==> src/rtl/syn_tle_drain.sv <==
// ============================================================================
// Module   : syn_tle_drain
// Purpose  : Buffers one MMA result tile and streams it out one row per beat.
// Option   : SYN_TLE_DRAIN_DOUBLE_BUF_EN selects a two-slot ping-pong buffer.
// Revision : 1.0
// ============================================================================
`default_nettype none

module syn_tle_drain #(
  parameter int M     = 8,
  parameter int N     = 4,
  parameter int P     = 8,
  parameter int RIDXW = (M > 1) ? $clog2(M) : 1
) (
  input  logic                                   clk_i,
  input  logic                                   rst_ni,
  input  logic signed [M-1:0][N-1:0][4*P-1:0]    D_i,
  input  logic                                   valid_i,
  output logic                                   ready_o,
  output logic signed [N-1:0][4*P-1:0]           row_o,
  output logic        [RIDXW-1:0]                row_idx_o,
  output logic                                   last_o,
  output logic                                   valid_o,
  input  logic                                   ready_i
);

  typedef logic [M-1:0][N-1:0][4*P-1:0] tile_t;
  typedef logic [N-1:0][4*P-1:0]        row_t;

  localparam logic [RIDXW-1:0] LAST_ROW = RIDXW'(M - 1);

  logic [RIDXW-1:0] row_cnt_q, row_cnt_d;
  logic             accept, beat, last_row;
  row_t             rd_row;

  assign accept    = valid_i && ready_o;
  assign beat      = valid_o && ready_i;
  assign last_row  = (row_cnt_q == LAST_ROW);
  assign row_o     = valid_o ? rd_row : '0;
  assign row_idx_o = row_cnt_q;
  assign last_o    = valid_o && last_row;

`ifdef SYN_TLE_DRAIN_DOUBLE_BUF_EN
  tile_t      slot_q [2];
  logic       wr_ptr_q, wr_ptr_d;
  logic       rd_ptr_q, rd_ptr_d;
  logic [1:0] count_q, count_d;

  assign rd_row = slot_q[rd_ptr_q][row_cnt_q];

  always_comb begin
    ready_o   = (count_q != 2'd2);
    valid_o   = (count_q != 2'd0);
    wr_ptr_d  = wr_ptr_q;
    rd_ptr_d  = rd_ptr_q;
    row_cnt_d = row_cnt_q;
    if (accept) begin
      wr_ptr_d = ~wr_ptr_q;
    end
    if (beat) begin
      if (last_row) begin
        rd_ptr_d  = ~rd_ptr_q;
        row_cnt_d = '0;
      end else begin
        row_cnt_d = row_cnt_q + RIDXW'(1);
      end
    end
    // Accept and last beat in the same cycle cancel out.
    count_d = count_q + 2'(accept) - 2'(beat && last_row);
  end

  always_ff @(posedge clk_i or posedge rst_ni) begin
    if (rst_ni) begin
      wr_ptr_q  <= 1'b0;
      rd_ptr_q  <= 1'b0;
      count_q   <= 2'd0;
      row_cnt_q <= '0;
    end else begin
      wr_ptr_q  <= wr_ptr_d;
      rd_ptr_q  <= rd_ptr_d;
      count_q   <= count_d;
      row_cnt_q <= row_cnt_d;
    end
  end

  always_ff @(posedge clk_i) begin
    if (accept) begin
      slot_q[wr_ptr_q] <= D_i;
    end
  end
`else
  typedef enum logic [0:0] {
    S_IDLE  = 1'b0,
    S_DRAIN = 1'b1
  } state_e;

  state_e state_q, state_d;
  tile_t  tile_q;

  assign rd_row = tile_q[row_cnt_q];

  always_comb begin
    state_d   = state_q;
    row_cnt_d = row_cnt_q;
    ready_o   = 1'b0;
    valid_o   = 1'b0;
    case (state_q)
      S_IDLE: begin
        ready_o = 1'b1;
        if (valid_i) begin
          state_d   = S_DRAIN;
          row_cnt_d = '0;
        end
      end
      S_DRAIN: begin
        valid_o = 1'b1;
        if (ready_i) begin
          if (last_row) begin
            state_d   = S_IDLE;
            row_cnt_d = '0;
          end else begin
            row_cnt_d = row_cnt_q + RIDXW'(1);
          end
        end
      end
      default: begin
        state_d   = S_IDLE;
        row_cnt_d = '0;
      end
    endcase
  end

  always_ff @(posedge clk_i or posedge rst_ni) begin
    if (rst_ni) begin
      state_q   <= S_IDLE;
      row_cnt_q <= '0;
    end else begin
      state_q   <= state_d;
      row_cnt_q <= row_cnt_d;
    end
  end

  // Storage is left unreset: contents only matter after a capture.
  always_ff @(posedge clk_i) begin
    if (accept) begin
      tile_q <= D_i;
    end
  end
`endif

endmodule

`default_nettype wire

==> config.mk <==
export PLATFORM = sky130hd
export DESIGN_NAME = syn_tle_drain
export DESIGN_NICKNAME = d
export VERILOG_FILES = /design/src/rtl/syn_tle_drain.sv
export SDC_FILE = /design/constraint.sdc
export NUM_CORES = 1
export LEC_CHECK = 0
export CORE_AREA = 2 2 453 455
export DETAILED_ROUTE_END_ITERATION = 8
export DIE_AREA = 0 0 455 457
export SYNTH_ARGS = -nofsm -noshare
export SYNTH_HDL_FRONTEND = slang
export SYNTH_SLANG_ARGS = --single-unit
==> constraint.sdc <==
create_clock -name clk_i -period 52.9 [get_ports clk_i]
set_input_delay 10.58 -clock clk_i [delete_from_list [all_inputs] [get_ports clk_i]]
set_output_delay 10.58 -clock clk_i [all_outputs]
set_load 0.03 [all_outputs]
# Word level (Yosys, flattened, before mapping)
# Cells that the tools add are included.
classes:
  n_addsub: 1
  n_lt_le_gt_ge: 1
  n_eq_ne: 3
  mux: 13
  bitwise_logic: 1
  n_reduce_logical: 3
op_table:
  columns: ["cell", "count"]
  rows:
  - ["128-bit binary-select mux with 3-bit select", 1]
  - ["128-bit two-way mux", 2]
  - ["3-bit two-way mux", 3]
  - ["3-bit case mux with 2 select lines", 1]
  - ["1-bit two-way mux", 5]
  - ["3-bit by 4-bit < comparator with 1-bit output (second input constant)", 1]
  - ["2-bit inequality test (second input constant)", 2]
  - ["3-bit by 1-bit adder with 3-bit output (second input constant)", 1]
  - ["3-bit == test (second input constant)", 1]
  - ["1-bit logical AND", 2]
  - ["1-bit case mux with 2 select lines", 1]
  - ["2-bit AND reduction", 1]
  - ["1-bit inverter", 1]
totals:
  reg_bits: 1028
  output_inout_bits: 134

# Depth between registers and ports, before layout
logic_depth:
  depth_word: 4
  depth_mapped: 6

# Worst setup path after synthesis
# Ideal clock, no wire load.
synth_path:
  kind: "input to register"
  start: "input valid_i"
  end: "register tile_q[0] in the netlist's numbering (enable)"
  t_arrival_ns: 54.400
  path_slack_ns: -4.039
  stages: 1
  n_path_buf: 0
  cell_sequence: "nor2b_1"
synth_via:
  elab_chain_len: 1
synth_lines:
  columns: ["element", "line_no", "text"]
  rows:
  - ["start, declared", "18", "input logic valid_i,"]
  - ["1-bit logical AND", "36", "assign accept = valid_i && ready_o;"]
  - ["end signal, assigned", "146", "tile_q <= D_i;"]
  - ["end, declared", "98", "tile_t tile_q;"]
# Every way passes these cells.
# A chain may end at the register's enable or synchronous reset.

# Worst setup path in the final report
layout_path:
  start: "input valid_i"
  end: "register tile_q[458] in the netlist's numbering (enable)"
layout_via:
  elab_chain_len: 1
layout_lines:
  columns: ["element", "line_no", "text"]
  rows:
  - ["1-bit logical AND", "36", null]
  - ["named net accept", "33", "logic accept, beat, last_row;"]
# The timed path passes the listed nets, and every way through them passes these cells.

==> reports/results.ini <==
[hold_path]
hold_path.class=reg -> reg

[route]
wire_per_inst_um=28.0
postRouteAntennaNets=0
first_pass_iters=5
wl_um=159000
vias=22619
drc=0
vias_per_cell=3.99
drtIter0Drc=2545

[synth]
synth-async-reset-ratio=0.00389
synthTopCellsByArea=edfxtp_1 79%, mux4_2 15%, mux2i_1 3.3%
synthesis.area_um2=39100
avgSynthCellArea_um2=23.8
yosysTopAreaCellShare=0.786
syn_nets=2671
synth_area_leader_cell=edfxtp_1
ys.flop_type=edfxtp_1
synth_most_common_cell=edfxtp_1
ys_types=19
synth_edf_count=1024
ys_seq_area_frac=0.789
synth_common_cells=1024 x edfxtp_1, 256 x mux4_2, 130 x nor2_1, 128 x mux2i_1, 42 x buf_2
synth.ff_latch_count=1028
ys_warn_count=0
synthCells=1641

[place]
gp_congestion=0.889
hpwl_um=125000
io_buffers=1161
dp_cells=5436

[pwr]
total_leakage_power_nw=18.4
ir_drop_v=0.0000314
switching_share=0.329
p_clk_frac=0.293
comb_power_share=0.342
seqPwrFrac=0.365
powerDensity_nw_per_um2=46.6
power.switching_mw=0.883
p_int_mw=1.80

[cts]
cts_sinks=1028
cts_buffers=112
cts_hold_buf=0
clock-root-buffer=clkbuf_16
clockBufferDepth=3
post_cts_buffers=0
clock_latency_ns=0.77
htreeDepth=3
cts_resized=0
cts_tree=done
cts.reportedPaths.clkPinSlew_ns=0.06

[finish]
final-instance-count-excl-fill=5675
seq_area_um2=30900
drive_above_1_share=0.152
layout.nets=3892
multiInputGateArea_um2=7630
fillerInstances=20147
syn_to_final_growth_pct=47.0

[setup_path]
endpoint_kind=flop
cp_max_fo=82
regToRegSetupSlack_ns=46.17
r2r_cells=8
crit_arrival_ns=16.78
reg2reg_from=state_q
setup.worst_path.class=in -> reg
startpoint_type=primary input
crit_start=valid_i
required_ns=53.23
crit_end=tile_q[458]
regToRegEndpoint=tile_q[458]

[floorplanning]
start_util=0.192
die_h_um=457
rows=166
dieArea_um2=208000
die_width_um=455
coreArea_um2=203000
design.portCount=1162

[sta]
hold_viol_final=0
relSlewSlack=0.224
max_freq_mhz=60.8
finClkSkew_ns=0.0347
tns_ns=0
fin_crit_sh=0.311
setup_viol=0
worst_pin_slew_ns=1.16
period_minus_slack_ns=16.45
timing.final.max_slew_violations=0
rsz0062_at_grt=no

[global_route]
grt_pass1_vias=23628
grt_use_total=0.147
antenna_found_initial=90
grt-ovfl-total=0
grt_pass1_wl_um=206000
grt_max_degree=96

[run_status]
status=completed

[job]
max_cap_violations=0

==> metal layers <==
| metal | routed length [µm] | up-vias | GRT usage |
|---|---|---|---|
| li1 | - | 9389 | - |
| met1 | 59900 | 11629 | 0.174 |
| met2 | 76300 | 1262 | 0.241 |
| met3 | 18900 | 277 | 0.0638 |
| met4 | 3330 | 62 | 0.0421 |
| met5 | 402 | - | 0 |
==> kinds of logic after synthesis <==
group | share of synthesized area
simple gates | 0.0129
mux | 0.181
buf+inv | 0.0161
compound gates | 0.000832
fa+ha+maj | 0.000640
flops | 0.789
==> cell type report <==
type,count,area share
Antenna cell,32,0.00139
Clock buffer,135,0.0506
Clock inverter,72,0.0126
Inverter,2,0.000218
Multi-Input combinational cell,524,0.133
Sequential cell,1028,0.537
Tap cell,2688,0.0585
Timing Repair Buffer,1194,0.207
==> through the flow <==
step           area [µm²]  setup slack, ns   util  hold WS (ns)  power (mW)
5_1_grt             57400            36.04  0.282         0.935        2.79
2_1_floorplan       39100            15.26      -         0.760        1.58
6_report            57500            36.45  0.283         0.891        2.68
4_1_cts             57400            36.51  0.282         0.901        2.73
3_5_place_dp        53800            35.66  0.264         0.888        1.93
3_3_place_gp        53800            35.82  0.264         0.889        1.93
==> sequential cells by signal, indices dropped and copies added (netlist names) <==
register and count:
row_idx_o 3, state_q 1, tile_q 1024
==> cells in the final DEF (no fill, tap or decap), drive strengths merged <==
cell           instances
clkdlybuf4s50       1161
edfxtp              1024
mux4                 256
clkbuf               135
nor2                 130
mux2i                128
clkinv                55
buf                   33
diode                 32
bufinv                10
inv                    6
dfrtp                  4
clkinvlp               3
ha                     2
nand2                  1
o21bai                 1
mux2                   1
a22o                   1
and2                   1
a31oi                  1
nor2b                  1
a32o                   1
==> power groups by stage <==
stage                     combinational [mW]  clock [mW]  sequential, mW
after floorplan                        0.542           0            1.03
after global placement                 0.934           0           0.995
after detailed placement               0.936           0           0.997
after CTS                              0.939       0.806           0.980
after global routing                   0.967       0.835           0.983
final                                  0.917       0.784           0.979
==> how the worst min path moves through the flow <==
stage	end	from	slack, ns	depth (start not counted)
finish	state_q	state_q	0.89	1
global route	state_q	state_q	0.93	1
CTS	state_q	state_q	0.90	1
detailed placement	state_q	state_q	0.89	1
global placement	state_q	state_q	0.89	1
floorplan	state_q	state_q	0.76	1
==> critical path, stage by stage <==
cell and delay [ns]:
clkdlybuf4s50_1 0.51, nor2b_4 0.18, buf_4 0.61, buf_4 0.73, buf_4 0.91, buf_4 0.72, buf_4 0.75, buf_4 0.67
buf_4 0.85
(Power assumes the default switching activity.)
